===== config.mk =====
export PLATFORM = sky130hd
export DESIGN_NAME = ascii_2_byte
export DESIGN_NICKNAME = d
export VERILOG_FILES = /design/src/rtl/ascii_2_byte_pkg.sv /design/src/rtl/ascii_2_byte_hex_char_decode.sv /design/src/rtl/ascii_2_byte.sv
export SDC_FILE = /design/constraint.sdc
export NUM_CORES = 1
export LEC_CHECK = 0
export CORE_MARGIN = 5
export CORE_UTILIZATION = 51
export CTS_CLUSTER_DIAMETER = 30
export DETAILED_ROUTE_END_ITERATION = 8
export GPL_TIMING_DRIVEN = 0
export PLACE_DENSITY_LB_ADDON = 0.12
export SKIP_CTS_REPAIR_TIMING = 1
export SYNTH_ARGS = -nofsm -noshare
export SYNTH_HDL_FRONTEND = slang
export SYNTH_SLANG_ARGS = --single-unit

===== constraint.sdc =====
create_clock -name clk -period 1.7 [get_ports clk]
set_input_delay 0.425 -clock clk [delete_from_list [all_inputs] [get_ports clk]]
set_output_delay 0.425 -clock clk [all_outputs]
set_load 0.02 [all_outputs]

===== src/rtl/ascii_2_byte_pkg.sv =====
// ascii_2_byte_pkg
// Shared types and constants for the ASCII hex-pair to byte parser:
// FSM state encoding, character-class encoding and the ASCII code points
// the parser cares about.
package ascii_2_byte_pkg;

   typedef enum logic [1:0] {
      S_IDLE = 2'b00,
      S_HI   = 2'b01,
      S_LO   = 2'b10,
      S_ERR  = 2'b11
   } state_t;

   typedef enum logic [1:0] {
      CLS_BAD = 2'b00,
      CLS_HEX = 2'b01,
      CLS_SEP = 2'b10
   } cls_t;

   localparam logic [7:0] ASCII_SPACE = 8'h20;
   localparam logic [7:0] ASCII_CR    = 8'h0D;
   localparam logic [7:0] ASCII_LF    = 8'h0A;
   localparam logic [7:0] ASCII_0     = 8'h30;
   localparam logic [7:0] ASCII_9     = 8'h39;
   localparam logic [7:0] ASCII_A     = 8'h41;
   localparam logic [7:0] ASCII_F     = 8'h46;
   localparam logic [7:0] ASCII_a     = 8'h61;
   localparam logic [7:0] ASCII_f     = 8'h66;

endpackage


===== src/rtl/ascii_2_byte_hex_char_decode.sv =====
// hex_char_decode
// Combinational classifier for one received ASCII character.
// Ports:
//   rx_data  in  8  ASCII character
//   cls      out    character class (CLS_HEX / CLS_SEP / CLS_BAD)
//   nibble   out 4  hex value, meaningful only when cls == CLS_HEX
// Build option: define ASCII2BYTE_LOWERCASE_EN to accept 'a'-'f' as hex
// digits; otherwise they classify as CLS_BAD.
module hex_char_decode
   import ascii_2_byte_pkg::*;
(
   input  logic [7:0] rx_data,
   output cls_t       cls,
   output logic [3:0] nibble
);

   always_comb begin
      cls    = CLS_BAD;
      nibble = 4'h0;
      if ((rx_data >= ASCII_0) && (rx_data <= ASCII_9)) begin
         cls    = CLS_HEX;
         nibble = rx_data[3:0];
      end else if ((rx_data >= ASCII_A) && (rx_data <= ASCII_F)) begin
         // 'A'..'F' have low nibbles 1..6, so +9 yields 0xA..0xF
         cls    = CLS_HEX;
         nibble = rx_data[3:0] + 4'd9;
`ifdef ASCII2BYTE_LOWERCASE_EN
      end else if ((rx_data >= ASCII_a) && (rx_data <= ASCII_f)) begin
         cls    = CLS_HEX;
         nibble = rx_data[3:0] + 4'd9;
`endif
      end else if ((rx_data == ASCII_SPACE) || (rx_data == ASCII_CR) ||
                   (rx_data == ASCII_LF)) begin
         cls = CLS_SEP;
      end
   end

endmodule


===== src/rtl/ascii_2_byte.sv =====
// ascii_2_byte
// Parses separator-delimited pairs of ASCII hex digits from the UART RX
// into bytes. One byte_valid strobe per complete pair; malformed input
// produces a single err strobe and the rest of the token is discarded.
// Ports:
//   clk         in   1  system clock
//   n_rst       in   1  asynchronous active-low reset
//   rx_data     in   8  received ASCII character
//   rx_valid    in   1  one-cycle strobe per character
//   byte_out    out  8  last assembled byte
//   byte_valid  out  1  one-cycle strobe, byte_out updated
//   err         out  1  one-cycle strobe on framing/character error
//   busy        out  1  parser not idle
// Parameters: TIMEOUT_CYC (idle cycles before a partial token is dropped,
// 0 disables), CNT_W (counter width, 2^CNT_W > TIMEOUT_CYC).
// Build option: ASCII2BYTE_LOWERCASE_EN (see hex_char_decode).
//
// state  | meaning
// S_IDLE | between tokens, waiting for a first digit
// S_HI   | high nibble held, waiting for second digit
// S_LO   | byte emitted, waiting for separator
// S_ERR  | bad token, discarding until separator
module ascii_2_byte
   import ascii_2_byte_pkg::*;
#(
   parameter int TIMEOUT_CYC = 1000000,
   parameter int CNT_W       = 20
) (
   input  logic       clk,
   input  logic       n_rst,
   input  logic [7:0] rx_data,
   input  logic       rx_valid,
   output logic [7:0] byte_out,
   output logic       byte_valid,
   output logic       err,
   output logic       busy
);

   cls_t             cls;
   logic [3:0]       nibble;
   state_t           state, state_nx;
   logic [3:0]       hi_q, hi_nx;
   logic [7:0]       byte_q, byte_nx;
   logic             bv_q, bv_nx;
   logic             err_q, err_nx;
   logic [CNT_W-1:0] cnt_q;
   logic             expire;

   hex_char_decode u_dec (
      .rx_data (rx_data),
      .cls     (cls),
      .nibble  (nibble)
   );

   assign expire = (TIMEOUT_CYC != 0) && (cnt_q == CNT_W'(TIMEOUT_CYC));

   always_ff @(posedge clk or negedge n_rst) begin
      if (!n_rst) begin
         cnt_q <= '0;
      end else if (rx_valid || (state == S_IDLE)) begin
         cnt_q <= '0;
      end else if (cnt_q != {CNT_W{1'b1}}) begin
         cnt_q <= cnt_q + 1'b1;
      end
   end

   always_comb begin
      state_nx = state;
      hi_nx    = hi_q;
      byte_nx  = byte_q;
      bv_nx    = 1'b0;
      err_nx   = 1'b0;
      if (rx_valid) begin
         case (state)
            S_IDLE: begin
               if (cls == CLS_HEX) begin
                  hi_nx    = nibble;
                  state_nx = S_HI;
               end else if (cls == CLS_BAD) begin
                  err_nx   = 1'b1;
                  state_nx = S_ERR;
               end
            end
            S_HI: begin
               if (cls == CLS_HEX) begin
                  byte_nx  = {hi_q, nibble};
                  bv_nx    = 1'b1;
                  state_nx = S_LO;
               end else if (cls == CLS_SEP) begin
                  err_nx   = 1'b1;
                  state_nx = S_IDLE;
               end else begin
                  err_nx   = 1'b1;
                  state_nx = S_ERR;
               end
            end
            S_LO: begin
               if (cls == CLS_SEP) begin
                  state_nx = S_IDLE;
               end else begin
                  err_nx   = 1'b1;
                  state_nx = S_ERR;
               end
            end
            default: begin
               if (cls == CLS_SEP) begin
                  state_nx = S_IDLE;
               end
            end
         endcase
      end else if (expire) begin
         // only a lone high nibble is an error; a finished byte or an
         // already-flagged token just closes quietly
         if (state == S_HI) begin
            err_nx = 1'b1;
         end
         state_nx = S_IDLE;
      end
   end

   always_ff @(posedge clk or negedge n_rst) begin
      if (!n_rst) begin
         state  <= S_IDLE;
         hi_q   <= 4'h0;
         byte_q <= 8'h00;
         bv_q   <= 1'b0;
         err_q  <= 1'b0;
      end else begin
         state  <= state_nx;
         hi_q   <= hi_nx;
         byte_q <= byte_nx;
         bv_q   <= bv_nx;
         err_q  <= err_nx;
      end
   end

   assign byte_out   = byte_q;
   assign byte_valid = bv_q;
   assign err        = err_q;
   assign busy       = (state != S_IDLE);

endmodule

# After elaboration in Yosys (flattened, before gate mapping)
# Index checks and enable logic that the tools add are counted.
[classes]
add_sub_neg = 2
magnitude_cmp = 4
eq_ne = 11
mux = 26
reduce_logical = 13
[ops]
columns = ["op", "n"]
rows = [
  ["$mux 20", 2],
  ["$add 20x1->20 const B", 1],
  ["$eq 20x20->1 const B", 1],
  ["$mux 2", 10],
  ["$ne 20x20->1 const B", 1],
  ["$eq 8x4->1 const B", 2],
  ["$mux 1", 10],
  ["$reduce_and 3->1", 3],
  ["$eq 8x6->1 const B", 1],
  ["$ge 8x6->1 const B", 1],
  ["$ge 8x7->1 const B", 1],
  ["$le 8x6->1 const B", 1],
  ["$le 8x7->1 const B", 1],
  ["$mux 4", 2],
  ["$pmux 2 s3", 1],
  ["$reduce_bool 2->1", 3],
  ["$ne 5x1->1 const B", 1],
  ["$add 4x4->4 const B", 1],
  ["$eq 2x1->1 const B", 2],
  ["$eq 2x2->1 const B", 2],
  ["$logic_not 2->1", 2],
  ["$ne 4x2->1 const B", 1],
  ["$logic_or 1x1->1", 3],
  ["$pmux 1 s3", 1],
  ["$logic_and 1x1->1", 2],
]
[totals]
ff_bits = 36
in_bits = 11
output_inout_bits = 11
elab_cells = 62

# Depth between registers and ports, before layout
# Gate-level depths: netlist of run 1.
[depth]
depth_word = 11
mapped_depth = 10
depth_no_buf = 9

# Hierarchy
# Synthesis of run 1 repeated with hierarchy kept, for this count alone.
[unflattened]
cells_unflattened = 243
hier_area_um2 = 2268.4
[modules_own_cells]
columns = ["module", "n_inst", "cells_per_inst", "area_per_inst_um2", "seq_area_each_um2"]
rows = [
  ["ascii_2_byte", 1, 206, 2006.9, 900.9],
  ["hex_char_decode", 1, 37, 261.5, 0.0],
]

# Least setup slack after synthesis of run 1
# Ideal clock, no wire load.
[synth_path]
path_kind = "input -> register"
start = "input port rx_data[0]"
end = "register state[0]"
setup_time_ps = 83
arrival_time_ps = 1994
required_ps = 1617
path_slack_ps = -376
stages = 10
path_buffers = 1
cell_sequence = "inv_1 -> ha_1 -> or3b_1 -> and4_1 -> buf_2 -> nor2_1 -> ha_1 -> nand3_1 -> o311ai_0 -> o22ai_1"
[synth_between]
elab_chain_cells = 11
elab_cells_between_ends = 25
classes_between = "order compare (4); eq/ne (7); mux (8); reduce/logical (6)"
[synth_lines]
columns = ["item", "line_no", "source"]
rows = [
  ["start: declaration", "ascii_2_byte.sv:31", "input logic [7:0] rx_data,"],
  ["branches (longest 5 deep; another with $ge 8x7->1)", "n/a", ""],
  ["$mux 2 (*)", "ascii_2_byte_hex_char_decode.sv:20", "if ((rx_data >= ASCII_0) && (rx_data <= ASCII_9)) begin"],
  ["$eq 2x2->1", "ascii_2_byte.sv:89, ascii_2_byte.sv:98, ascii_2_byte.sv:106", ""],
  ["$mux 2", "ascii_2_byte.sv:89, ascii_2_byte.sv:98", ""],
  ["$mux 2", "ascii_2_byte.sv:85", "if (cls == CLS_HEX) begin"],
  ["$pmux 2 s3", "ascii_2_byte.sv:74", "case (state)"],
  ["$mux 2", "ascii_2_byte.sv:73", "if (rx_valid) begin"],
  ["end signal: assignment", "ascii_2_byte.sv:129", "state <= state_nx;"],
  ["end: declaration", "ascii_2_byte.sv:41", "state_t state, state_nx;"],
]
# Mark *: on every way between the ends.
# A chain may end at the register's enable or synchronous reset.

# Worst setup path after layout of run 1
[layout_path]
start = "input port rx_data[0]"
end = "register byte_q[5] (netlist: byte_out[5])"
[layout_between]
elab_chain_cells = 8
elab_cells_between_ends = 16
classes_between = "order compare (4); eq/ne (4); mux (3); reduce/logical (5)"
[layout_lines]
columns = ["item", "line_no", "source"]
rows = [
  ["branches (longest 5 deep; another with $ge 8x7->1)", "n/a", ""],
  ["$mux 2 (*)", "ascii_2_byte_hex_char_decode.sv:20", ""],
  ["$eq 2x1->1 (*)", "ascii_2_byte.sv:85", ""],
  ["$reduce_and 3->1 (no source line) (*)", "n/a", ""],
  ["end signal: assignment", "ascii_2_byte.sv:131", "byte_q <= byte_nx;"],
  ["end: declaration", "ascii_2_byte.sv:43", "logic [7:0] byte_q, byte_nx;"],
]
# Marks and branches as above.

==> results of run 1 <==
## where the power goes
group,internal (mW),switching (mW),total [mW]
sequential,0.886,0.0301,0.916
clock,0.290,0.334,0.624
combinational,0.118,0.150,0.268
total,1.29,0.514,1.81
## layout by cell type, fill, tap and decap left out, types with 6 or more instances in the layout
cell,instances
inv_1,12
buf_4,17
buf_6,9
nor3_1,6
o21ai_0,6
dfrtp_2,9
mux2i_1,7
a21oi_1,12
nand3_1,7
dfrtp_1,27
or3_1,8
nand4_1,9
nand2_1,16
dlymetal6s2s_1,11
## through the flow
| step | instances | util | total power [mW] | TNS, ps |
|---|---|---|---|---|
| after floorplan | 232 | - | 1.05 | -627 |
| after global placement | 304 | 0.597 | 1.16 | -40890 |
| after detailed placement | 304 | 0.596 | 1.17 | -19510 |
| after CTS | 312 | 0.617 | 1.78 | -12730 |
| after global routing | 332 | 0.708 | 1.90 | -323 |
| final | 332 | 0.708 | 1.81 | -67.6 |
## worst min-delay path by stage
| stage | endpoint | slack, ps | depth (start not counted) |
|---|---|---|---|
| floorplan | byte_out[0]$_DFFE_PN0P_ | 130 | 0 |
| global placement | byte_out[7]$_DFFE_PN0P_ | 490 | 1 |
| detailed placement | byte_out[7]$_DFFE_PN0P_ | 500 | 1 |
| CTS | cnt_q[0]$_DFFE_PN0P_ | 240 | 1 |
| global route | cnt_q[6]$_DFFE_PN0P_ | 290 | 1 |
| finish | cnt_q[6]$_DFFE_PN0P_ | 210 | 1 |
## layer usage
metal / GRT usage / routed length, µm / up-vias / part of all wire
met3: 0.0351 / 181 / 7 / 0.032
met1: 0.252 / 2560 / 1042 / 0.45
met2: 0.295 / 2920 / 30 / 0.51
li1: - / - / 993 / -
met4: 0.0507 / 70 / 0 / 0.012
met5: 0 / 0 / - / 0
## cells by family after synthesis
kind of cell / after synthesis / synth area share
fa+ha+maj: 7 / 0.0385
buf+inv: 20 / 0.0390
flops: 36 / 0.396
simple gates: 94 / 0.274
mux: 15 / 0.0703
compound gates: 60 / 0.183
## cell type report
cell class / instances / area (µm²)
clock inverters: 3 / 23.8
plain buffers: 4 / 31.3
clock buffers: 5 / 68.8
well taps: 52 / 65.1
multi-input cells: 176 / 1520
flip-flops and latches: 36 / 912
inverters: 14 / 70.1
fillers: 328 / 1270
repair buffers: 42 / 389
## state kept, by name (all words and copies together), names as in the netlist
signal and count:
state 2, cnt_q 20, err 1, hi_q 4, byte_valid 1, byte_out 8
## worst max-delay path, delay by kind of cell
| kind | cells | cell delay [ps] |
|---|---|---|
| adders and majority gates | 1 | 140 |
| AOI/OAI and AO/OA | 1 | 80 |
| muxes | 1 | 300 |
| and+or+nand+nor | 2 | 510 |
| buffers and inverters | 4 | 450 |
==> results.toml, run 1 <==
[routing]
drtAntennaViolNets = 0
drt_iter0_drc = 129
wire_per_inst_um = 17.3
via_count = 2072
vias_per_cell = 6.24
drc = 0
wirelength_um = 5740
dr.pass1.iters = 4

[logic_synthesis]
synth_ff_type = "dfrtp_1"
synth.area.top_cells = "dfrtp_1, mux2_2, ha_1"
async_flop_share = 1.00
syn-cell-area_mm2 = 0.00228
syn-instance-count = 232
synth.distinct_cells = 56
syn_avg_cell_area_um2 = 9.82
seq_area_frac_synth = 0.396
synth_top_area_share = 0.396
ys_ff_latch = 36
yosysTopAreaCell = "dfrtp_1"
netlist_top_cells_count = "dfrtp_1, nand2_1, a21oi_1"
synth_fp_nets = 250
yosysMostFrequentCell = "dfrtp_1"
synth_edf_count = 0
yosysWarnings = 0

[final_layout]
nets = 297
antenna_cells = 0
drive_above_1_share = 0.371
design_area_mm2 = 0.00308
syn_to_final_growth_pct = 35.4

[timing]
worst_slew_pin_slew_ps = 794
maxSlewHeadroom = 0.471
hold_viol = 0
slew_violations = 0
fmax_mhz = 581
grt_setup_unrepaired = "true"
fin_ws_ps = -21.9
hold_ws_ps = 207
skew_ps = 4.86
period_minus_slack_ps = 1720
finalSetupViolCount = 6
fin_crit_sh = 1.01

[critical_path]
worst_ep_arrival_time_ps = 1900
r2r_end = "state[0]$_DFFE_PN0P_"
worst_setup_path_start_kind = "input pin"
critPathMaxFanout = 6
r2r_slack_ps = 0
crit_required_ps = 1880
timing.rr.start = "cnt_q[15]$_DFFE_PN0P_"
max_stage_delay_ps = 380
crit_top_cell = "buf_6"
crit_chain = "buf_6, inv_6, ha_4, or3b_4, buf_6, nand4_4, a21oi_4, buf_6, mux2_4"
crit_slowest_cell = "or3b_4"
critPathKind = "input pin to flip-flop"
cp-startpoint = "rx_data[0]"
endpoint_kind = "flip-flop"
cp-endpoint = "byte_out[5]$_DFFE_PN0P_"
reg2reg_depth = 4

[global_route]
grt_pass1_wl_um = 9070
grt_max_degree = 37
antenna_found_initial = 0
grt_pass1_vias = 1890
gr-usage-all-layers = 0.184
gr-total-overflow = 0

[floorplan]
dieHeight_um = 76.8
core_mm2 = 0.00435
rows = 24
io_pins = 22
fp.dieW_um = 76.8
start_util = 0.523
fp.dieArea_mm2 = 0.00590

[pwr]
ir_drop_v = 0.000469
p_leak_nw = 1.39
power_density_mw_per_mm2 = 586

[outcome]
outcome = "finished, violations left"
violations = "negative setup slack"

[placement]
preCtsSetupSlack_ps = -1100
portBuffers = 20
place_hpwl_um = 3620
place_area_mm2 = 0.00259
place.gp.congestion = 0.863

[clock_tree]
htreeDepth = 2
numClockSinks = 36
cts_tree = "yes"
numCtsBuffers = 5
path_clk_slew_ps = 80
cts-root-buf = "clkbuf_8"
clock_path_buffers = 2
clk_latency_ps = 290

[flow_run]
max_cap_viol_count = 0

[worst_hold_path]
worstHoldPathType = "input pin to async pin"
Note: power is estimated with default switching activity, not from simulation.
==> run 2, diff against run 1 <==
Settings changed: ABC_AREA from default to 1, CORE_MARGIN 5 to 2, RECOVER_POWER from default to 50.
==> run 2 against run 1 <==
- the flow still finishes with violations (negative setup slack)
- maximum frequency up 1.1%
- sequential power up 10%
- power up 26%
- via count up 1.5%
- cell area down 6.7%
- critical path depth up 6
- utilization down 3.8 points
- clock power up 22%
- cell count up 23%
- first-iteration DRC count up 31%
- critical path type unchanged
- largest power group unchanged
==> results.toml, run 2 <==
[outcome]
outcome = "finished, violations left"
violations = "negative setup slack"

[pwr]
netSwitchingFraction = 0.305
seqPwrFrac = 0.442
switchingPower_mw = 0.699
p_comb_frac = 0.225
ir_drop_v = 0.000547
p_leak_nw = 1.55
power_density_mw_per_mm2 = 795
p_clk_frac = 0.333
p_int_mw = 1.59

[placement]
preCtsSetupSlack_ps = -887
place_hpwl_um = 3560
place_area_mm2 = 0.00254
place.gp.congestion = 0.957
portBuffers = 21

[routing]
drc = 0
vias_per_cell = 5.17
via_count = 2103
dr.pass1.iters = 5
drt_iter0_drc = 169
wire_per_inst_um = 12.7
drtAntennaViolNets = 0
wirelength_um = 5160

[global_route]
grt_max_degree = 37
gr-total-overflow = 0
gr-usage-all-layers = 0.205
antenna_found_initial = 0
grt_pass1_wl_um = 8110
grt_pass1_vias = 1830

[floorplan]
fp.dieW_um = 70.1
rows = 24
fp.dieArea_mm2 = 0.00492
io_pins = 22
start_util = 0.520
dieHeight_um = 70.1
core_mm2 = 0.00429

[worst_hold_path]
worstHoldPathType = "input pin to async pin"

[logic_synthesis]
seq_area_frac_synth = 0.404
yosysWarnings = 0
syn_avg_cell_area_um2 = 7.24
synth_edf_count = 0
synth_fp_nets = 326
syn-instance-count = 308
syn-cell-area_mm2 = 0.00223
async_flop_share = 1.00
synth-xor-area-share = 0.0118
synth_ff_type = "dfrtp_1"
synth_top_family_by_area = "simple AND/OR/NAND/NOR gates"
synth.distinct_cells = 32
synth-compound-area-share = 0.0589
synthMuxAreaShare = 0.00449
netlist_top_cells_count = "nand2_1, inv_1, dfrtp_1"
yosysTopAreaCell = "dfrtp_1"
synth.area.top_cells = "dfrtp_1, nand2_1, nand3_1"
synth-adder-area-share = 0.0393
ys_ff_latch = 36
yosysMostFrequentCell = "nand2_1"
yosys.area_share.simple = 0.400
synth_top_area_share = 0.404

[timing]
skew_ps = 7.40
worst_slew_pin_slew_ps = 910
fin_ws_ps = -2.64
maxSlewHeadroom = 0.393
slew_violations = 0
fmax_mhz = 587
hold_viol = 0
fin_crit_sh = 1.00
grt_setup_unrepaired = "true"
finalSetupViolCount = 1
period_minus_slack_ps = 1700

[critical_path]
worst_setup_path_start_kind = "input pin"
endpoint_kind = "flip-flop"
critPathKind = "input pin to flip-flop"
critPathMaxFanout = 4
crit_required_ps = 1890
worst_ep_arrival_time_ps = 1890

[final_layout]
top_register = "cnt_q"
largest_reg_flops = 20
final_cell_mix = "nand2_1, inv_1, dfrtp_1, nor2_1, nand3_1"
syn_to_final_growth_pct = 28.9
nets = 372
drive_above_1_share = 0.203
nFillCells = 374
final_common_cell = "nand2_1"
design_area_mm2 = 0.00288
post-route-util = 0.670
antenna_cells = 0

[clock_tree]
clk_latency_ps = 290
cts-root-buf = "clkbuf_8"
cts_tree = "yes"
path_clk_slew_ps = 80
htreeDepth = 2
numClockSinks = 36
numCtsBuffers = 5
clock_path_buffers = 2

[flow_run]
max_cap_viol_count = 0
run 2: cell type report:
cell class                      instances  area (µm²)  area share
Inverter                               42         163      0.0566
Multi-Input combinational cell        228        1270       0.442
Timing Repair Buffer                   38         342       0.119
Buffer                                  3        23.8     0.00827
Sequential cell                        36         901       0.313
Clock inverter                          3        42.5      0.0148
Tap cell                               52        65.1      0.0226
Clock buffer                            5        68.8      0.0239
run 2: kinds of logic (layout without fill, tap and decap cells):
family / Yosys count / count (layout)
AND/OR/NAND/NOR: 192 / 193
XOR/XNOR: 3 / 3
flip-flops: 36 / 36
multiplexers: 1 / 1
adder cells (fa/ha/maj): 7 / 7
AO/OA/AOI/OAI: 24 / 24
buffers and inverters: 45 / 91
run 2: per-layer routing:
metal | GRT usage | vias to the layer above | share of wire
met3 | 0.0346 | 7 | 0.043
met2 | 0.358 | 50 | 0.50
met5 | 0 | - | 0
met1 | 0.261 | 965 | 0.44
met4 | 0.0641 | 0 | 0.016
li1 | - | 1081 | -
run 2: stage by stage:
stage | TNS, ps | total power, mW | std cells | hold slack, ps
after floorplan | 0 | 1.30 | 308 | 129
after global routing | -182 | 2.40 | 407 | 327
after global placement | -35040 | 1.50 | 381 | 461
after CTS | -5260 | 2.26 | 389 | 246
final | -2.64 | 2.29 | 407 | 249
after detailed placement | -12950 | 1.50 | 381 | 464
run 2: power groups by stage:
stage	sequential, mW	clock [mW]	combinational (mW)
5_1_grt	1.02	0.807	0.573
4_1_cts	1.00	0.775	0.484
6_report	1.01	0.761	0.516
3_5_place_dp	1.02	0	0.482
2_1_floorplan	1.06	0	0.232
3_3_place_gp	1.02	0	0.478
run 2: worst max-delay path, cell delays in order:
cell,delay [ps]
buf_4,140
inv_4,80
ha_4,130
inv_1,30
nand3_1,80
nand3_2,140
nand2_4,100
inv_1,40
ha_2,170
nor3_2,190
nand3_2,130
nand2_1,90
nor2_1,40
nand2_1,60
nand2_1,40
run 2: path summary, 6_finish.rpt:
path,start,to,slack [ps],cells past startpoint
setup / recovery,rx_data[1],state[1]$_DFFE_PN0P_,-3,15
hold / removal,n_rst,state[0]$_DFFE_PN0P_,250,1
setup reg to reg,cnt_q[1]$_DFFE_PN0P_,cnt_q[13]$_DFFE_PN0P_,100,6
hold reg to reg,byte_out[7]$_DFFE_PN0P_,byte_out[7]$_DFFE_PN0P_,480,2
max in group asynchronous,n_rst,byte_out[7]$_DFFE_PN0P_,880,1
min in group clk,byte_out[7]$_DFFE_PN0P_,byte_out[7]$_DFFE_PN0P_,480,2
==> run 3, diff against run 2 <==
Settings changed: SLEW_MARGIN from default to 20.
==> run 3 against run 2 <==
- the flow still finishes with violations (negative setup slack)
- first-iteration DRC count grew 5.9%
- utilization shrank 0.61 points
- register-to-register slack lost 50 ps
- power grew 0.27%
- cell count shrank 0.98%
- critical path depth is the same
- sequential cell count is the same
- wire length grew 2.0%
- critical endpoint unchanged
- largest power group unchanged
==> results.toml, run 3 (synthesized netlist as in run 2, its figures left out) <==
[final_layout]
instances_no_fill = 403
final_common_cell = "nand2_1"
largest_reg_flops = 20
register_area_um2 = 901
drive_above_1_share = 0.185
final_cell_mix = "nand2_1, inv_1, dfrtp_1, nor2_1, nand3_1"
antenna_cells = 0
multiInputGateArea_mm2 = 0.00126
syn_to_final_growth_pct = 27.7
nets = 368
top_register = "cnt_q"
nFillCells = 366

[routing]
drtAntennaViolNets = 0
wire_per_inst_um = 13.1
via_count = 2087
dr.pass1.iters = 4
drc = 0
drt_iter0_drc = 179
vias_per_cell = 5.18
wirelength_um = 5260

[floorplan]
fp.dieW_um = 70.1
start_util = 0.520
rows = 24
dieHeight_um = 70.1
fp.dieArea_mm2 = 0.00492
io_pins = 22
core_mm2 = 0.00429

[global_route]
grt_max_degree = 27
antenna_found_initial = 0
grt_pass1_wl_um = 8340
grt_pass1_vias = 1922
gr-total-overflow = 0
gr-usage-all-layers = 0.213

[timing]
grt_setup_unrepaired = "true"
worst_slew_pin_slew_ps = 675
fin_ws_ps = -3.21
skew_ps = 4.39
period_minus_slack_ps = 1700
finalSetupViolCount = 1
fmax_mhz = 587
hold_viol = 0
slew_violations = 0
fin_crit_sh = 1.00
maxSlewHeadroom = 0.546

[pwr]
p_leak_nw = 1.58
power.total_mw = 2.29
power_density_mw_per_mm2 = 805
ir_drop_v = 0.000458

[clock_tree]
clock_path_buffers = 2
numClockSinks = 36
cts_tree = "yes"
cts-root-buf = "clkbuf_8"
htreeDepth = 2
path_clk_slew_ps = 80
numCtsBuffers = 5
clk_latency_ps = 290

[placement]
place.gp.congestion = 0.957
placed_cells = 382
portBuffers = 21
preCtsSetupSlack_ps = -871
place_hpwl_um = 3710

[critical_path]
crit_required_ps = 1890
endpoint_kind = "flip-flop"
critPathKind = "input pin to flip-flop"
worst_ep_arrival_time_ps = 1900
critPathMaxFanout = 4
worst_setup_path_start_kind = "input pin"
reg2reg_depth = 9
r2r_slack_ps = 50

[worst_hold_path]
worstHoldPathType = "input pin to async pin"

[outcome]
outcome = "finished, violations left"
violations = "negative setup slack"

[flow_run]
max_cap_viol_count = 0
-- run 3: worst paths after layout --
check,from,to
worst max-delay path,rx_data[1],state[1]$_DFFE_PN0P_
worst min-delay path,n_rst,cnt_q[0]$_DFFE_PN0P_
worst max register to register,cnt_q[0]$_DFFE_PN0P_,cnt_q[10]$_DFFE_PN0P_
worst min register to register,byte_out[7]$_DFFE_PN0P_,byte_out[7]$_DFFE_PN0P_
max in group asynchronous,n_rst,cnt_q[8]$_DFFE_PN0P_
min in group clk,byte_out[7]$_DFFE_PN0P_,byte_out[7]$_DFFE_PN0P_
-- run 3: area by class of cell --
cell class / instances / area share
plain buffers: 3 / 0.00966
well taps: 52 / 0.0228
inverters: 42 / 0.0571
repair buffers: 34 / 0.114
clock buffers: 5 / 0.0242
multi-input cells: 228 / 0.441
flip-flops and latches: 36 / 0.316
clock inverters: 3 / 0.0149
-- run 3: critical path: stages --
cell and delay (ps):
buf_4 140, inv_4 80, ha_4 140, inv_1 40, nand3_1 80, nand3_2 140
nand2_4 100, inv_1 40, ha_2 180, nor3_2 190, nand3_2 120, nand2_1 90
nor2_1 40, nand2_1 60, nand2_1 40
-- run 3: metal layers --
| metal | wire [µm] | up-vias | GRT usage |
|---|---|---|---|
| met5 | 0 | - | 0 |
| met4 | 76 | 0 | 0.0812 |
| met3 | 183 | 8 | 0.0447 |
| met2 | 2690 | 39 | 0.357 |
| met1 | 2310 | 970 | 0.270 |
| li1 | - | 1070 | - |
-- run 3: power by group --
part	switching (mW)	internal (mW)	total, mW
Combinational	0.310	0.213	0.523
Sequential	0.0636	0.945	1.01
Clock	0.327	0.434	0.761
Total	0.701	1.59	2.29
-- run 3: metrics by stage --
stage / area [µm²] / TNS, ps / hold slack [ps] / util
CTS: 2670 / -5290 / 1.19 / 0.621
detailed placement: 2560 / -13020 / 321 / 0.595
floorplan: 2270 / 0 / 129 / -
global placement: 2540 / -35040 / 461 / 0.592
global route: 2850 / -507 / 145 / 0.663
finish: 2850 / -3.21 / 95.4 / 0.663
==> variant (settings of run 3) <==
The parameter `CNT_W` goes from 20 to 28.
--- a/src/rtl/ascii_2_byte.sv
+++ b/src/rtl/ascii_2_byte.sv
@@ -24,7 +24,7 @@
    import ascii_2_byte_pkg::*;
 #(
    parameter int TIMEOUT_CYC = 1000000,
-   parameter int CNT_W       = 20
+   parameter int CNT_W       = 28
 ) (
    input  logic       clk,
    input  logic       n_rst,
Formal check against the unedited RTL: same outputs for any inputs over 10 cycles, from zero or initial values and one cycle with n_rst low; that may be too few to reach the edited logic, so the function may still have changed.
==> variant against run 3 <==
  * The run still ends with negative setup slack left
  * Design area rose by 31%
  * Via count rose by 51%
  * Sequential cell count rose by 8
  * Setup slack got worse by 0.031 ns
  * Area after synthesis rose by 29%
  * Power rose by 11%
  * Wire length rose by 61%
  * Synthesized cell count rose by 42%
  * Critical path type is now flip-flop to flip-flop
  * Critical endpoint is now cnt_q[10]
  * Largest cell class unchanged
==> variant: results (changes against run 3) <==
STA
  • Worst slew pin tran: 0.934 ns (was 0.675 ns)
  • Hold WS: 0.227 ns (was 0.0954 ns)
  • Fin Setup TNS: -0.357 ns (was -0.00321 ns)
  • Final setup fails: 18 (was 1)
  • Final worst setup slack: -0.0342 ns (was -0.00321 ns)
  • Worst Clk Skew: 0.00700 ns (was 0.00439 ns)

GRT
  • Antenna violations before repair: 0 (unchanged)
  • First-pass GRT wire length: 12.5 mm (was 8.34 mm)
  • Gr usage total: 25.6% (was 21.3%)
  • Pin count of the biggest net entering global routing: 29 (was 27)
  • Vias in the first global route: 2823 (was 1922)

Place
  • Placed insts: 530 (was 382)
  • Port Buffers: 21 (unchanged)
  • Placed cell area: 3210 um2 (was 2560 um2)
  • Post-Place Worst Slack: -0.718 ns (was -0.871 ns)
  • RD Place Congestion: 0.945 (was 0.957)
  • Detailed placement HPWL: 5.79 mm (was 3.71 mm)

Power and ir drop
  • LEAKAGE: 2.06 nW (was 1.58 nW)
  • Max VDD drop: 0.589 mV (was 0.458 mV)

Critical path
  • CP max stage cell: dfrtp_2 (was nor3_2)
  • Reg-to-reg slack, setup: -0.03 ns (was 0.05 ns)
  • Worst-path fanout max: 5 (was 4)
  • CP delay by family, top: simple AND/OR/NAND/NOR gates (unchanged)
  • Crit path DAT: 1.94 ns (was 1.90 ns)
  • CP peak stage delay: 0.44 ns (was 0.19 ns)

Worst hold path
  • Hold Crit Class: input pin to asynchronous set/reset pin (unchanged)

Synthesis
  • Synth warn: 0 (unchanged)
  • Largest cells by area after synthesis: dfrtp_1, nand2_1, nor2_1, nand3_1, inv_1 (was dfrtp_1, nand2_1, nand3_1, inv_1, nor2_1)
  • Most frequent cells after synthesis: nand2_1, nor2_1, inv_1 (was nand2_1, inv_1, dfrtp_1)
  • Post-synthesis sequential area ratio: 38.2% (was 40.4%)
  • Synthesized area per cell: 6.61 um2 (was 7.24 um2)
  • Syn Nets: 454 (was 326)
  • Top FF cell, synth: dfrtp_1 (unchanged)
  • Synth cell types: 28 (was 32)
  • Post-synth ARST share: 100% (unchanged)

Cells and area
  • Post-Layout Cell Count: 563 (was 403)
  • ANT cells: 0 (unchanged)
  • Largest register by flop count: cnt_q (unchanged)
  • Nets@finish: 508 (was 368)
  • Max reg flops: 28 (was 20)
  • Fraction of layout cells with a size suffix above 1: 18.9% (was 18.5%)

Clock tree
  • Root cell of the clock tree: clkbuf_8 (unchanged)
  • Clock Tree Buf Depth: 2 (unchanged)
  • Clk_lat worst skew: 0.31 ns (was 0.29 ns)
  • H-tree depth: 2 (unchanged)
  • CTS clk-pin slew, worst paths: around 0.09 ns
  • CTS Buf Count: 5 (unchanged)

Status
  • Status: complete, but fails checks (unchanged)
  • Violated checks: negative setup slack (unchanged)

Drt
  • DRT Pass-1 Iters: 5 (was 4)
  • Vias: 3142 (was 2087)
  • Initial DRC Count: 296 (was 179)
  • Routed WL: 8.46 mm (was 5.26 mm)

Flow run
  • Max-cap violations: 0 (unchanged)
[variant: cell types whose count changed after synthesis, sizes merged, moves of 3 or more]
cell and delta:
o31ai +3, nand3 +8, o21ai +6, dfrtp +8
nand2 +58, nor3 +7, nor2 +30, inv +12
[variant: worst paths after layout]
kind,startpoint,end,depth (start not counted)
min,n_rst,cnt_q[10],1
max in group asynchronous,n_rst,cnt_q[0],2
min in group clk,hi_q[3],byte_out[7],2
max reg2reg,cnt_q[0],cnt_q[10],10
max,cnt_q[0],cnt_q[10],10
min reg2reg,hi_q[3],byte_out[7],2
[variant: kinds of logic (layout without fill, tap and decap cells)]
group	after synthesis	in the layout	synth area share (%)
and+or+nand+nor	294	295	44.3
DFF	44	44	38.2
AOI/OAI and AO/OA	31	31	5.94
buffers and inverters	59	113	8.24
xor gates and xnor gates	1	1	0.304
adders and majority gates	7	7	3.04
[variant: per-layer routing]
layer / vias to the layer above / wire [um] / GRT usage [%]
met5: - / 0 / 0
met4: 0 / 435 / 11.2
met3: 48 / 511 / 4.09
met2: 136 / 4170 / 45.8
met1: 1470 / 3330 / 30.3
li1: 1488 / - / -
[variant: layout make-up]
class / instances / area (um2)
multi-input cells: 334 / 1720
fillers: 492 / 1740
flip-flops and latches: 44 / 1100
repair buffers: 46 / 480
inverters: 54 / 205
plain buffers: 5 / 45.0
clock buffers: 5 / 68.8
well taps: 72 / 90.1
clock inverters: 3 / 25.0
[variant: report_power, final]
part           internal, W  total [W]  switching, W  leakage, nW
combinational     0.000235   0.000617      0.000382         1.42
sequential         0.00114    0.00123     0.0000900        0.600
clock             0.000300   0.000703      0.000403       0.0452
total              0.00167    0.00255      0.000875         2.06
